File: src/rtl/lsu_stage.sv
// lsu_stage: memory-access stage between EX/MEM and MEM/WB.
// Loads and stores use a request/grant/read-valid data bus. While an access
// is in flight the stage holds the upstream pipeline through stall_out.
// The stage also steers byte lanes, sign/zero-extends loads and aborts a bus
// access that takes too long.
//
// Optional feature macro: LSU_MISALIGN_TRAP_EN
//   defined   : misaligned half/word accesses skip the bus and raise
//               misaligned_out with write-back suppressed.
//   undefined : misaligned_out stays 0. A half access uses only a[1] and a
//               word access forces a=0, so the access proceeds as aligned.
module lsu_stage #(
    parameter int ADDR_W  = 32,
    parameter int TIMEOUT = 255
) (
    input  logic              clk,
    input  logic              rst,
    input  logic              valid_in,
    input  logic              reg_write_in,
    input  logic              mem_to_reg_in,
    input  logic              load_in,
    input  logic              store_enable_in,
    input  logic              is_unsigned_in,
    input  logic [1:0]        mem_size_in,
    input  logic [31:0]       alu_result_in,
    input  logic [31:0]       write_data_in,
    input  logic [31:0]       pc_plus_4_in,
    input  logic [4:0]        rd_in,
    output logic              stall_out,
    output logic              bus_req,
    output logic              bus_we,
    output logic [ADDR_W-1:0] bus_addr,
    output logic [3:0]        bus_be,
    output logic [31:0]       bus_wdata,
    input  logic              bus_gnt,
    input  logic              bus_rvalid,
    input  logic [31:0]       bus_rdata,
    output logic              wb_valid,
    output logic              reg_write_out,
    output logic              mem_to_reg_out,
    output logic [31:0]       alu_result_out,
    output logic [31:0]       mem_data_out,
    output logic [31:0]       pc_plus_4_out,
    output logic [4:0]        rd_out,
    output logic              misaligned_out,
    output logic              bus_err_out
);

    // The counter must hold values up to TIMEOUT-1 before the abort fires.
    localparam int CNT_W = $clog2(TIMEOUT + 1);

    typedef enum logic [1:0] {
        S_IDLE = 2'd0,
        S_REQ  = 2'd1,
        S_WAIT = 2'd2,
        S_DONE = 2'd3
    } state_t;

    state_t state_q;
    state_t state_d;

    // Decode of the instruction currently in the EX/MEM slot.
    logic        mem_op;
    logic        store_op;
    logic [1:0]  a_raw;
    logic [1:0]  a_eff;
    logic [3:0]  be_calc;
    logic [31:0] wdata_calc;
    logic        misalign_calc;
    logic        trap_now;

    // Operands latched when the access is accepted. The pipeline upstream is
    // frozen during the access, but holding a private copy keeps the bus
    // stable even if upstream misbehaves.
    logic        load_q;
    logic        store_q;
    logic        uns_q;
    logic [1:0]  size_q;
    logic [1:0]  a_q;
    logic [31:0] addr_q;
    logic [3:0]  be_q;
    logic [31:0] wdata_q;
    logic        rw_q;
    logic        m2r_q;
    logic [31:0] alu_q;
    logic [31:0] pc_q;
    logic [4:0]  rd_q;

    logic [CNT_W-1:0] cnt_q;
    logic             timeout_hit;
    logic             complete_ok;
    logic             abort;

    // Shift the addressed byte/half down to bit 0, then extend it to 32 bits.
    function automatic logic [31:0] format_load(
        input logic [31:0] rdata,
        input logic [1:0]  a,
        input logic [1:0]  size,
        input logic        uns
    );
        logic [31:0] sh;
        sh = rdata >> {a, 3'b000};
        case (size)
            2'b00:   format_load = uns ? {24'h0, sh[7:0]}  : {{24{sh[7]}}, sh[7:0]};
            2'b01:   format_load = uns ? {16'h0, sh[15:0]} : {{16{sh[15]}}, sh[15:0]};
            default: format_load = sh;
        endcase
    endfunction

    // Lane steering and alignment check for the incoming instruction.
    always_comb begin
        mem_op        = valid_in & (load_in | store_enable_in);
        store_op      = store_enable_in & ~load_in;
        a_raw         = alu_result_in[1:0];
        a_eff         = 2'b00;
        be_calc       = 4'b1111;
        wdata_calc    = write_data_in;
        misalign_calc = 1'b0;
        case (mem_size_in)
            2'b00: begin
                a_eff      = a_raw;
                be_calc    = 4'b0001 << a_raw;
                wdata_calc = {4{write_data_in[7:0]}};
            end
            2'b01: begin
                a_eff      = {a_raw[1], 1'b0};
                be_calc    = 4'b0011 << {a_raw[1], 1'b0};
                wdata_calc = {2{write_data_in[15:0]}};
            end
            default: begin
                a_eff      = 2'b00;
                be_calc    = 4'b1111;
                wdata_calc = write_data_in;
            end
        endcase
`ifdef LSU_MISALIGN_TRAP_EN
        if ((mem_size_in == 2'b01 && a_raw[0]) ||
            (mem_size_in[1] && a_raw != 2'b00)) begin
            misalign_calc = 1'b1;
        end
`endif
        trap_now = mem_op & misalign_calc;
    end

    // Completion and abort conditions of an in-flight bus access.
    always_comb begin
        timeout_hit = (cnt_q == CNT_W'(TIMEOUT - 1));
        complete_ok = 1'b0;
        if (state_q == S_REQ && bus_gnt && (store_q || bus_rvalid)) begin
            complete_ok = 1'b1;
        end
        if (state_q == S_WAIT && bus_rvalid) begin
            complete_ok = 1'b1;
        end
        abort = (state_q == S_REQ || state_q == S_WAIT) && timeout_hit && !complete_ok;
    end

    // State register.
    always_ff @(posedge clk or negedge rst) begin
        if (!rst) begin
            state_q <= S_IDLE;
        end else begin
            state_q <= state_d;
        end
    end

    // Next-state logic.
    always_comb begin
        state_d = state_q;
        case (state_q)
            S_IDLE: begin
                if (mem_op) begin
                    state_d = trap_now ? S_DONE : S_REQ;
                end
            end
            S_REQ: begin
                if (complete_ok || abort) begin
                    state_d = S_DONE;
                end else if (bus_gnt) begin
                    state_d = S_WAIT;
                end
            end
            S_WAIT: begin
                if (complete_ok || abort) begin
                    state_d = S_DONE;
                end
            end
            default: state_d = S_IDLE;
        endcase
    end

    // FSM outputs: pipeline stall and the bus request signals. Bus fields are
    // forced to zero outside REQ so they read as zero during reset and idle.
    always_comb begin
        stall_out = 1'b0;
        bus_req   = 1'b0;
        bus_we    = 1'b0;
        bus_addr  = '0;
        bus_be    = 4'b0000;
        bus_wdata = 32'h0;
        case (state_q)
            S_IDLE: stall_out = rst & mem_op;
            S_REQ: begin
                stall_out = 1'b1;
                bus_req   = 1'b1;
                bus_we    = store_q;
                bus_addr  = ADDR_W'(addr_q);
                bus_be    = be_q;
                bus_wdata = wdata_q;
            end
            S_WAIT:  stall_out = 1'b1;
            default: stall_out = 1'b0;
        endcase
    end

    // Capture the operands of a memory instruction when it is accepted.
    always_ff @(posedge clk) begin
        if (state_q == S_IDLE && mem_op) begin
            load_q  <= load_in;
            store_q <= store_op;
            uns_q   <= is_unsigned_in;
            size_q  <= mem_size_in;
            a_q     <= a_eff;
            addr_q  <= {alu_result_in[31:2], 2'b00};
            be_q    <= be_calc;
            wdata_q <= wdata_calc;
            rw_q    <= reg_write_in;
            m2r_q   <= mem_to_reg_in;
            alu_q   <= alu_result_in;
            pc_q    <= pc_plus_4_in;
            rd_q    <= rd_in;
        end
    end

    // Bus timeout counter: cleared while idle, counts every REQ/WAIT cycle.
    always_ff @(posedge clk or negedge rst) begin
        if (!rst) begin
            cnt_q <= '0;
        end else if (state_q == S_REQ || state_q == S_WAIT) begin
            cnt_q <= cnt_q + CNT_W'(1);
        end else begin
            cnt_q <= '0;
        end
    end

    // MEM/WB output register. The valid bit and the exception flags default to
    // 0 every cycle, so they are high only for the single update that carries
    // a result.
    always_ff @(posedge clk or negedge rst) begin
        if (!rst) begin
            wb_valid       <= 1'b0;
            reg_write_out  <= 1'b0;
            mem_to_reg_out <= 1'b0;
            alu_result_out <= 32'h0;
            mem_data_out   <= 32'h0;
            pc_plus_4_out  <= 32'h0;
            rd_out         <= 5'h0;
            misaligned_out <= 1'b0;
            bus_err_out    <= 1'b0;
        end else begin
            wb_valid       <= 1'b0;
            misaligned_out <= 1'b0;
            bus_err_out    <= 1'b0;
            case (state_q)
                S_IDLE: begin
                    if (!mem_op) begin
                        wb_valid       <= valid_in;
                        reg_write_out  <= reg_write_in;
                        mem_to_reg_out <= mem_to_reg_in;
                        alu_result_out <= alu_result_in;
                        mem_data_out   <= 32'h0;
                        pc_plus_4_out  <= pc_plus_4_in;
                        rd_out         <= rd_in;
                    end else if (trap_now) begin
                        wb_valid       <= 1'b1;
                        reg_write_out  <= 1'b0;
                        mem_to_reg_out <= mem_to_reg_in;
                        alu_result_out <= alu_result_in;
                        mem_data_out   <= 32'h0;
                        pc_plus_4_out  <= pc_plus_4_in;
                        rd_out         <= rd_in;
                        misaligned_out <= 1'b1;
                    end
                end
                S_REQ, S_WAIT: begin
                    if (complete_ok) begin
                        wb_valid       <= 1'b1;
                        reg_write_out  <= rw_q;
                        mem_to_reg_out <= m2r_q;
                        alu_result_out <= alu_q;
                        mem_data_out   <= load_q ? format_load(bus_rdata, a_q, size_q, uns_q) : 32'h0;
                        pc_plus_4_out  <= pc_q;
                        rd_out         <= rd_q;
                    end else if (abort) begin
                        wb_valid       <= 1'b1;
                        reg_write_out  <= 1'b0;
                        mem_to_reg_out <= m2r_q;
                        alu_result_out <= alu_q;
                        mem_data_out   <= 32'h0;
                        pc_plus_4_out  <= pc_q;
                        rd_out         <= rd_q;
                        bus_err_out    <= 1'b1;
                    end
                end
                default: ;
            endcase
        end
    end

endmodule

File: config.mk
export PLATFORM = sky130hd
export DESIGN_NAME = lsu_stage
export DESIGN_NICKNAME = d
export VERILOG_FILES = /design/src/rtl/lsu_stage.sv
export SDC_FILE = /design/constraint.sdc
export NUM_CORES = 1
export LEC_CHECK = 0
export CORE_MARGIN = 3
export CORE_UTILIZATION = 32
export DETAILED_ROUTE_END_ITERATION = 10
export GPL_ROUTABILITY_DRIVEN = 1
export PLACE_DENSITY = 0.62
export SYNTH_ARGS = -nofsm -noshare
export SYNTH_HDL_FRONTEND = slang
export SYNTH_SLANG_ARGS = --single-unit
File: constraint.sdc
create_clock -name clk -period 8.5 [get_ports clk]
set_clock_uncertainty 0.1 [all_clocks]
set_input_delay 2.55 -clock clk [delete_from_list [all_inputs] [get_ports clk]]
set_output_delay 2.55 -clock clk [all_outputs]
set_load 0.01 [all_outputs]
=== Word level (Yosys, flattened, before mapping) ===
Index checks and enable logic that the tools add are counted.

* Input bits: 145
* Word-level logic and storage cells: 110
* Flip-flop bits (word level): 259

* Shift-type cells: 3
* Bitwise operators: 5
* Add/subtract/negate cells: 1
* Reductions and logical operators: 17
* Eq/ne operators: 10
* Multiplexer cells: 51

{| class="wikitable"
|+ Operators with widths
! cell !! count
|-
| two-way mux 32 bit || 14
|-
| case mux 32 bit (2 select lines) || 5
|-
| >> shifter 32 x 5 -> 32 bit || 1
|-
| two-way mux 1 bit || 15
|-
| two-way mux 5 bit || 3
|-
| case mux 5 bit (2 select lines) || 1
|-
| adder 8 x 1 -> 8 bit (second input constant) || 1
|-
| == test 8 bit (second input constant) || 1
|-
| two-way mux 2 bit || 4
|-
| two-way mux 8 bit || 1
|-
| case mux 1 bit (2 select lines) || 4
|-
| case mux 4 bit (2 select lines) || 1
|-
| == test 2 x 1 -> 1 bit (second input constant) || 3
|-
| logical AND 1 bit || 6
|-
| logical NOT 2 bit || 3
|-
| case mux 2 bit (3 select lines) || 1
|-
| AND reduction 3 bit || 2
|-
| two-way mux 4 bit || 1
|-
| != test 2 bit (second input constant) || 2
|-
| case mux 2 bit (2 select lines) || 1
|-
| << shifter 1 x 2 -> 4 bit (first input constant) || 1
|-
| << shifter 2 x 2 -> 4 bit (first input constant) || 1
|-
| bitwise AND 1 bit || 3
|-
| logical OR 1 bit || 3
|-
| 9 further kinds || 9
|}

=== Longest topological paths before layout ===
* Depth after elaboration: 10
* Depth in mapped cells: 11
* Gate-level depth less buffers: 7

=== Worst setup path after synthesis ===
Ideal clock, no wire load.

* Kind: input port to output port
* From: in valid_in
* To: out stall_out
* Path buffers: 0
* Cell stages on the path: 3
* Arrival: 5.384 ns
* Data required time: 5.850 ns
* Slack: 0.466 ns
* Cells stage by stage: o211a_1 a21oi_1 nor2_1

* Cells in the longest elaborated chain, start to end: 3

{| class="wikitable"
|+ Ends and longest elaborated chain
! item !! RTL line !! RTL
|-
| start: declaration || 18 || <nowiki>input logic valid_in,</nowiki>
|-
| bitwise AND 1 bit || 112 || <nowiki>mem_op = valid_in & (load_in | store_enable_in);</nowiki>
|-
| bitwise AND 1 bit || 202 || <nowiki>S_IDLE: stall_out = rst & mem_op;</nowiki>
|-
| case mux 1 bit (2 select lines) || 201 || <nowiki>case (state_q)</nowiki>
|-
| end: declaration || 29 || <nowiki>output logic stall_out,</nowiki>
|}

No other way between the ends.

=== Worst setup path in the final report ===
* From: in load_in
* To: out stall_out

* Cells in the longest elaborated chain, start to end: 4

{| class="wikitable"
|+ Ends and longest elaborated chain
! item !! RTL line !! RTL
|-
| start: declaration || 21 || <nowiki>input logic load_in,</nowiki>
|-
| bitwise OR 1 bit || 112 ||
|-
| bitwise AND 1 bit || 112 ||
|-
| bitwise AND 1 bit || 202 ||
|-
| case mux 1 bit (2 select lines) || 201 ||
|}

No other way between the ends.

==> results.txt <==
Reg area - 6300 um2
First-pass GRT wire length - 44.4 mm
Core area - 30700 um2
Initial antenna violation count - 1
Share of cells above drive strength 1 - 0.0750
Post-CTS setup buffers - 0
RSZ-0062 raised after global routing - false
Placed wire-length estimate - 19.8 mm
Max Cap Viol - 0
Row Count - 64
Worst Setup End Kind - output pin
Clock Sinks - 229
Post-synthesis instance total - 810
Synth top area share - 0.341
Mean post-synth cell area - 12.4 um2
Synth unique cells - 44
FMAX - 0.150 GHz
# placed instances - 1479
H-tree lvl count - 1
Wl on met1 - 12.1 mm
ANT cells - 0
# hold bufs at CTS - 0
GPL Wtd Cong - 0.769
Total track usage - 0.166
Most common cell in the netlist - dfrtp_1
CP Launch Type - primary input
Pwr Density - 347 nW/um2
Total Power - 5.04 mW
Async SR Flop Fraction - 0.502
CTS tree - yes
Via Count - 7269
Register-to-Register Path Depth - 9
Status - complete, no violations
Final TNS setup - 0 ps
Most used cell, CP - clkdlybuf4s50_1
WL final - 28.7 mm
CP Cell Sequence - clkdlybuf4s50_1 -> o211a_4 -> a21oi_1 -> nor2_1 -> clkdlybuf4s50_1
First drt pass iteration count - 4
Drt wl/cell - 18.8 um
#FFs+latches synth - 229
Crit path DAT - 4030 ps
DRT iter0 DRCs - 360
Clk_lat worst skew - 540 ps
Critical path type - primary input to output pin
Number of buffers created by CTS - 27
Vias in the first global route - 7564
Met2 WL post-DR - 13.6 mm
Area of the multi-input gates - 3500 um2
Post-DR vias/cell - 4.75
Clk slew on worst S/H paths - 60 ps
Antenna-violating nets left - 0
Hold depth - 2
Die area - 33500 um2
Number of flops mapped to enable cells by yosys - 114
Post-route minimum period - 6680 ps
Leak - 5.83 nW
PostCTS Resize Cnt - 0
Max incr delay on CP - 590 ps
Slew Viols, Final - 0
Tcrit/Tclk final - 0.786
IO buf count - 318
DRC - 0
Max clock buf depth - 3
WP buf/inv - 2
Met3 WL - 2.47 mm
CP max FO - 5
Starting density of the core - 0.327
Clock root buffer - clkbuf_16
Crit path required time - 5850 ps
Tightest Pin Transition - 1070 ps
Largest net degree at the start of global routing - 109
Hold Crit Class - flip-flop to flip-flop
Register area share after synthesis - 0.627
GR Overflow Total - 0
Setup violators final - 0
Most instantiated cells after synthesis - 115 x dfrtp_1, 114 x edfxtp_1, 101 x o21ai_0
Yosys top cell by area - edfxtp_1
Area Growth Syn to Fin - 44.5%
Top sig layer - met5
Number of stages on the worst setup path - 5
Crit-path leading delay family - buffers and inverters
Hold WS - 374 ps
Die width - 183 um
Peak VDD IR - 0.254 mV
YS warnings - 0
Post-route insts no fill - 1529
Area contributors post-synth - edfxtp_1 34%, dfrtp_1 29%, mux2i_1 9.8%
Die height - 183 um
I/O pin count - 322
Final Hold Viols - 0
# nets final - 1263
Synthesized area - 10000 um2
CP max-delay cell - clkdlybuf4s50_1
Primary FF master, synth - dfrtp_1
Worst slew margin - 0.285
Fillers - 2846
-- per-stage QoR --
stage / util / area [um2] / setup slack [ps]
after global placement: 0.442 / 13600 / 1860
final: 0.472 / 14500 / 1820
after global routing: 0.472 / 14500 / 1750
after detailed placement: 0.442 / 13600 / 1860
after CTS: 0.472 / 14500 / 1830
after floorplan: - / 10100 / 466
-- registers in the layout (all words and copies together) (netlist names) --
name            count
bus_err_out         1
wb_valid            1
load_q              1
rd_out              5
a_q                 2
reg_write_out       1
pc_q               32
m2r_q               1
alu_q              32
size_q              2
cnt_q               8
mem_data_out       32
rw_q                1
mem_to_reg_out      1
state_q             2
rd_q                5
store_q             1
pc_plus_4_out      32
be_q                4
uns_q               1
wdata_q            32
alu_result_out     32
-- final timing paths --
path	start	end	slack, ps
worst max-delay path	load_in	stall_out	1820
worst min-delay path	alu_result_out[24]	alu_result_out[24]	370
worst max register to register	state_q[0]	mem_data_out[3]	5130
worst min register to register	alu_result_out[24]	alu_result_out[24]	370
max in group asynchronous	rst	pc_plus_4_out[19]	4810
min in group asynchronous	rst	alu_result_out[8]	2050
-- cell families (layout without fill, tap and decap cells) --
| kind of cell | count (synthesis) | count (layout) | share of synthesized area |
|---|---|---|---|
| compound gates | 167 | 167 | 0.106 |
| xor+xnor | 6 | 6 | 0.00523 |
| fa+ha+maj | 6 | 6 | 0.00747 |
| buf+inv | 62 | 383 | 0.0282 |
| flops | 229 | 229 | 0.627 |
| mux | 115 | 115 | 0.117 |
| other cells | 1 | 3 | 0.000373 |
| simple gates | 224 | 224 | 0.109 |
-- power breakdown --
group	leakage [nW]	switching, mW	internal (mW)
Sequential	2.52	0.145	1.51
Combinational	2.85	1.18	1.01
Clock	0.460	0.474	0.726
-- area by class of cell --
cell class,instances,area share
well taps,396,0.0341
multi-input cells,521,0.241
clock inverters,16,0.0115
repair buffers,328,0.225
flip-flops and latches,229,0.434
clock buffers,34,0.0526
inverters,5,0.00129
-- worst min-delay path, stage by stage (launching register included) --
cell     delay (ps)
dfrtp_1         340
nand2_1          50
o21ai_0          60
-- per-layer routing --
metal,up-vias,global-route usage
met5,-,0
met4,2,0.0320
met3,37,0.0595
met2,213,0.277
met1,3514,0.212
li1,3503,-
-- layout by cell type (no fill, tap or decap), types with 3 or more instances in the layout --
cell,Yosys,layout
nand2_1,99,99
clkdlybuf4s50_1,0,317
a21o_1,7,7
clkinv_1,1,6
o21ai_0,101,101
mux2i_1,98,98
clkinv_2,0,6
and2_1,69,69
inv_1,4,4
a21oi_1,12,12
dfrtp_1,115,115
nand3_1,5,5
nor2b_1,10,10
mux2_2,17,17
ha_1,6,4
bufinv_16,0,3
a22o_1,25,25
edfxtp_1,114,114
a211oi_1,8,8
xor2_1,5,5
buf_4,5,10
clkbuf_16,0,28
conb_1,1,3
clkbuf_8,0,4
nor2_1,29,29
a2111oi_2,7,7
No activity file was read; power rests on OpenSTA's default activity.
